===== config.mk =====
export PLATFORM = sky130hd
export DESIGN_NAME = mcp4911_dac
export DESIGN_NICKNAME = d
export VERILOG_FILES = /design/src/rtl/mcp4911_dac.sv
export SDC_FILE = /design/constraint.sdc
export NUM_CORES = 1
export LEC_CHECK = 0
export ABC_AREA = 0
export ABC_CLOCK_PERIOD_IN_PS = 3300
export CAP_MARGIN = 20
export CORE_ASPECT_RATIO = 1.5
export CORE_MARGIN = 5
export CORE_UTILIZATION = 26
export DETAILED_ROUTE_END_ITERATION = 8
export PLACE_DENSITY_LB_ADDON = 0.1
export SETUP_SLACK_MARGIN = 0.2
export SYNTH_ARGS = -nofsm -noshare
export SYNTH_HDL_FRONTEND = slang
export SYNTH_SLANG_ARGS = --single-unit

===== constraint.sdc =====
create_clock -name CLK50 -period 3.3 [get_ports CLK50]
set_clock_uncertainty 0.05 [all_clocks]
set_input_delay 0.495 -clock CLK50 [delete_from_list [all_inputs] [get_ports CLK50]]
set_output_delay 0.495 -clock CLK50 [all_outputs]
set_load 0.02 [all_outputs]

===== src/rtl/mcp4911_dac.sv =====
// SPI write-command transmitter for the MCP4911 10-bit DAC, followed by an LDAC_n latch pulse.
// SCLK_N must be >= 1. N must stay 10 because the command word has a fixed 16-bit layout.
module mcp4911_dac #(
  parameter int unsigned SCLK_N = 4,
  parameter int unsigned N      = 10,
  parameter bit          BUF    = 1'b0,
  parameter bit          GAIN1X = 1'b1
) (
  input  logic         CLK50,
  input  logic         reset_n,
  input  logic [N-1:0] din,
  input  logic         valid,
  output logic         ready,
  output logic         done,
  output logic         SCLK,
  output logic         SDI,
  output logic         CS_n,
  output logic         LDAC_n
);

  typedef enum logic [1:0] {S_IDLE, S_SHIFT, S_LATCH} state_t;

  state_t            state_q, state_d;
  logic [SCLK_N-1:0] div_q, div_d;
  logic [3:0]        bit_q, bit_d;
  logic [15:0]       shreg_q, shreg_d;
  logic              ready_q, ready_d;
  logic              done_q, done_d;
  logic              sclk_q, sclk_d;
  logic              cs_n_q, cs_n_d;
  logic              ldac_n_q, ldac_n_d;
  logic              accept, tick, last_fall;

  // ready_q is high exactly while idle, so it doubles as the accept qualifier.
  assign accept    = valid && ready_q;
  assign tick      = (div_q == {SCLK_N{1'b1}});
  assign last_fall = tick && sclk_q && (bit_q == 4'd15);

  always_ff @(posedge CLK50 or negedge reset_n) begin
    if (!reset_n) begin
      state_q  <= S_IDLE;
      div_q    <= '0;
      bit_q    <= '0;
      shreg_q  <= '0;
      ready_q  <= 1'b1;
      done_q   <= 1'b0;
      sclk_q   <= 1'b0;
      cs_n_q   <= 1'b1;
      ldac_n_q <= 1'b1;
    end else begin
      state_q  <= state_d;
      div_q    <= div_d;
      bit_q    <= bit_d;
      shreg_q  <= shreg_d;
      ready_q  <= ready_d;
      done_q   <= done_d;
      sclk_q   <= sclk_d;
      cs_n_q   <= cs_n_d;
      ldac_n_q <= ldac_n_d;
    end
  end

  always_comb begin
    state_d = state_q;
    case (state_q)
      S_IDLE:  if (accept) state_d = S_SHIFT;
      S_SHIFT: if (last_fall) state_d = S_LATCH;
      S_LATCH: if (tick && !ldac_n_q) state_d = S_IDLE;
      default: state_d = S_IDLE;
    endcase
  end

  always_comb begin
    div_d    = div_q;
    bit_d    = bit_q;
    shreg_d  = shreg_q;
    ready_d  = ready_q;
    done_d   = 1'b0;
    sclk_d   = sclk_q;
    cs_n_d   = cs_n_q;
    ldac_n_d = ldac_n_q;
    case (state_q)
      S_IDLE: begin
        div_d = '0;
        if (accept) begin
          shreg_d = {1'b0, BUF, GAIN1X, 1'b1, din, 2'b00};
          cs_n_d  = 1'b0;
          ready_d = 1'b0;
          bit_d   = '0;
          sclk_d  = 1'b0;
        end
      end
      S_SHIFT: begin
        div_d = div_q + SCLK_N'(1);
        if (tick) begin
          sclk_d = ~sclk_q;
          // Falling edge: advance to the next bit; after 16 shifts the register is all zero.
          if (sclk_q) begin
            shreg_d = {shreg_q[14:0], 1'b0};
            bit_d   = bit_q + 4'd1;
            if (bit_q == 4'd15) cs_n_d = 1'b1;
          end
        end
      end
      S_LATCH: begin
        div_d = div_q + SCLK_N'(1);
        if (tick) begin
          if (ldac_n_q) begin
            ldac_n_d = 1'b0;
          end else begin
            ldac_n_d = 1'b1;
            ready_d  = 1'b1;
            done_d   = 1'b1;
          end
        end
      end
      default: ;
    endcase
  end

  assign ready  = ready_q;
  assign done   = done_q;
  assign SCLK   = sclk_q;
  assign SDI    = shreg_q[15];
  assign CS_n   = cs_n_q;
  assign LDAC_n = ldac_n_q;

endmodule

# Word-level counts from Yosys, hierarchy flattened

Cells that the tools add are included.
Widths: inputs -> output; s select.

Add/subtract/negate cells: 2
Bitwise logic cells: 1
Reductions and logical operators: 16
Mux-type cells: 26
Eq/ne operators: 12

Operator list:

| cell                | count |
|---|---|
| $mux 16             | 3 |
| $pmux 16 s2         | 1 |
| $ne 2x2->1 const B  | 8 |
| $pmux 4 s2          | 2 |
| $mux 4              | 3 |
| $mux 1              | 10 |
| $add 4x1->4 const B | 2 |
| $eq 4x4->1 const B  | 2 |
| $reduce_and 4->1    | 2 |
| $mux 2              | 3 |
| $pmux 1 s2          | 3 |
| $pmux 2 s3          | 1 |
| $reduce_and 3->1    | 2 |
| $reduce_bool 2->1   | 3 |
| $reduce_and 5->1    | 1 |
| $logic_and 1x1->1   | 4 |
| $eq 2x1->1 const B  | 1 |
| $eq 2x2->1 const B  | 1 |
| $logic_not 2->1     | 1 |
| $reduce_and 2->1    | 1 |
| $reduce_or 2->1     | 1 |
| $logic_not 1->1     | 1 |
| $not 1->1           | 1 |

Output and inout bits: 6
Logic and storage cells: 66
Input bits: 13
Register bits after elaboration: 31

# Depth between registers and ports, before layout

Word-level depth: 5
Mapped depth: 7
Gate-level depth less buffers: 5

# Worst setup path after synthesis

Ideal clock, no wire load.

Path kind: reg-to-reg
Start: register state_q[0]
End: register bit_q[0]
Period minus slack after synthesis: 1,919 ps
Setup time: 125 ps
Stages on the path, launching flop included: 8
Data required time: 3,125 ps
Arrival time: 1,744 ps
Setup slack: 1,381 ps
Cells stage by stage: dfrtp_1 -> inv_1 -> ha_1 -> clkbuf_2 -> a21boi_1 -> a211oi_4 -> buf_12 -> mux2_4

Longest elaborated chain between the ends: 3
Elaborated cells between the ends (all ways): 8
Those cells by class: eq/ne (4); mux (1); reduce/logical (3)

RTL lines:

| element                                                   | line | RTL |
|---|---|---|
| from (decl)                                               | 23   | `state_t state_q, state_d;` |
| from (signal assigned)                                    | 51   | `state_q <= state_d;` |
| $eq 2x1->1 or $logic_not 2->1 (tied branches)             | 82   | `case (state_q)` |
| $ne 2x2->1 (no line) or $reduce_bool 2->1 (tied branches) | -    |  |
| $reduce_and 4->1 (no line)                                | -    |  |
| to (signal assigned)                                      | 53   | `bit_q <= bit_d;` |
| to (decl)                                                 | 25   | `logic [3:0] bit_q, bit_d;` |

Several ways; a longest one is shown, not always the timed one.
A chain may end at the register's enable or synchronous reset.

# Final worst setup path

Start: register state_q[1]
End: register shreg_q[8]

Longest elaborated chain between the ends: 3
Elaborated cells between the ends (all ways): 8
Those cells by class: eq/ne (4); mux (1); reduce/logical (3)

RTL lines:

| element                                                   | line | RTL |
|---|---|---|
| $eq 2x1->1 or $logic_not 2->1 (tied branches)             | 82   |  |
| $ne 2x2->1 (no line) or $reduce_bool 2->1 (tied branches) | -    |  |
| $reduce_and 4->1 (no line)                                | -    |  |
| to (signal assigned)                                      | 54   | `shreg_q <= shreg_d;` |
| to (decl)                                                 | 26   | `logic [15:0] shreg_q, shreg_d;` |

Several ways; a longest one is shown, not always the timed one.

==> results_dict.tcl <==
set metrics [dict create \
    fin_crit_sh 0.810 \
    cts_setup_buffers 0 \
    finalSetupViolCount 0 \
    clkTransAtPathRegs_ps 70 \
    drive_above_1_share 0.256 \
    grt_max_degree 30 \
    r2r_slack_ps 630 \
    irDropWorstVdd_uv 173 \
    path_class "reg -> reg" \
    holdBufCountCts 0 \
    netlist.top_cell.by_area "dfrtp_1" \
    detailroute.via_count 1093 \
    core.rowCount 35 \
    drt_iter0_markers 41 \
    drcViolationCount 0 \
    grt_usage 0.0940 \
    num_antenna_cells 0 \
    pre_cts_slack_ps 585 \
    drt-total-wl_um 3310 \
    yosys_warnings 0 \
    cts_resized 0 \
    hold_path_class "reg -> reg" \
    worst_slack_ps 627 \
    seq_area_frac_synth 0.453 \
    max_freq_mhz 374 \
    wire_per_inst_um 14.1 \
    layout_min_cycle_time_ps 2670 \
    antenna_found_initial 0 \
    clk_latency_ps 280 \
    status "finished clean" \
    numClockSinks 29 \
    synth.distinct_cells 40 \
    rsz0062_at_grt "false" \
    worst_pin_slew_ps 961 \
    crit_required_ps 3410 \
    synth_top_cell_area_share 0.404 \
    dieArea_um2 7900 \
    cts_buffer_depth 2 \
    die_h_um 106 \
    cts_tree "done" \
    synth_commonest_cells "dfrtp_1, mux2_2, nand2_1" \
    syn_area_per_cell_um2 11.6 \
    area_growth_pct 22.1 \
    finalNetCount 178 \
    cp-start-kind "flop" \
    syn_nets 158 \
    p_leak_nw 0.811 \
    finalSetupTns_ps 0 \
    ios 19 \
    io_buffers 18 \
    final_area_um2 1970 \
    hold_viol_final 0 \
    async_reset_ff_frac 1.00 \
    clock-root-buffer "clkbuf_8" \
    arrival_ps 2790 \
    cap_violations 0 \
    synth_edf_count 0 \
    yosysMostFrequentCell "dfrtp_1" \
    grt_pass1_wl_um 5770 \
    slew_headroom 0.357 \
    synth_top_cells_by_area "dfrtp_1, mux2_2, mux2_4, dfstp_2, ha_1" \
    synth_area_um2 1610 \
    grt-ovfl-total 0 \
    ant_nets 0 \
    h-tree-depth 2 \
    dp_hpwl_um 2320 \
    die_w_um 74.3 \
    synthCells 139 \
    firstDrtPassIters 4 \
    critPathMaxFanout 15 \
    post_dp_cell_area_um2 1850 \
    slew_violations 0 \
    core_um2 6090 \
    grt_pass1_vias 1168 \
    end_kind "flop" \
    ys.flop_type "dfrtp_1" \
    floorplan.initialDensity 0.265 \
    power_density_nw_per_um2 398 \
    cts_buffers 5 \
    holdWs_ps 455 \
    gp_congestion 0.700 \
    ys_ff_latch 29 \
    via_per_inst 4.67 \
]
[routing by layer]
metal | track usage | up-vias | wire [um]
li1 | - | 536 | -
met1 | 0.111 | 539 | 1400
met2 | 0.159 | 13 | 1760
met3 | 0.0265 | 5 | 101
met4 | 0.0344 | 0 | 48
met5 | 0 | - | 0
[critical path: stages (launching register included)]
cell and delay [ps]:
dfrtp_1 400, inv_1 110, ha_1 520, nor2_1 220, a211oi_4 840, mux2_2 410
[stage by stage]
stage / instances / utilization / power (mW)
2_1_floorplan: 139 / - / 0.381
3_3_place_gp: 226 / 0.304 / 0.407
3_5_place_dp: 226 / 0.304 / 0.407
4_1_cts: 234 / 0.323 / 0.799
5_1_grt: 234 / 0.323 / 0.818
6_report: 234 / 0.323 / 0.784
[kinds of logic (layout without fill, tap and decap cells)]
family / Yosys count / after routing / synth area share
AND/OR/NAND/NOR: 33 / 33 / 0.114
flip-flops: 29 / 29 / 0.453
AO/OA/AOI/OAI: 27 / 27 / 0.127
multiplexers: 26 / 26 / 0.196
buffers and inverters: 17 / 38 / 0.0575
adder cells (fa/ha/maj): 6 / 6 / 0.0466
XOR/XNOR: 1 / 1 / 0.00544
[final timing paths]
check,from,end,cells after the start
worst min register to register,shreg_q[9],shreg_q[9],1
worst min-delay path,shreg_q[9],shreg_q[9],1
max in group asynchronous,reset_n,CS_n,2
worst max-delay path,state_q[1],shreg_q[8],5
min in group asynchronous,reset_n,state_q[1],2
worst max register to register,state_q[1],shreg_q[8],5
[where the power goes]
part	switching (mW)	internal, mW	total (mW)
Sequential	0.00255	0.361	0.364
Combinational	0.0126	0.0229	0.0355
Clock	0.138	0.246	0.384
Total	0.153	0.630	0.784
[layout make-up]
| type | count | area (um^2) |
|---|---|---|
| Clock inverter | 1 | 30.0 |
| Clock buffer | 7 | 86.3 |
| Timing Repair Buffer | 22 | 210 |
| Inverter | 8 | 30.0 |
| Tap cell | 74 | 92.6 |
| Fill cell | 619 | 4120 |
| Sequential cell | 29 | 729 |
| Multi-Input combinational cell | 93 | 788 |
[cells in the final DEF, fill, tap and decap left out, drive strengths merged, types with 2 or more instances in the layout]
| cell type | n |
|---|---|
| inv | 8 |
| a211oi | 3 |
| a21oi | 4 |
| dfstp | 3 |
| nor2 | 5 |
| o22a | 2 |
| mux2i | 3 |
| o21ai | 5 |
| o211ai | 2 |
| dfrtp | 26 |
| buf | 4 |
| ha | 6 |
| nand2b | 3 |
| a22o | 3 |
| nand2 | 10 |
| clkbuf | 7 |
| mux2 | 23 |
| clkdlybuf4s50 | 18 |
| nand4 | 2 |
| nand3 | 7 |
[state kept, by name, summed over array words and instances (netlist names)]
| name | flops |
|---|---|
| ready | 1 |
| div_q | 4 |
| done | 1 |
| state_q | 2 |
| SCLK | 1 |
| LDAC_n | 1 |
| shreg_q | 14 |
| CS_n | 1 |
| bit_q | 4 |
(Power assumes the default switching activity.)
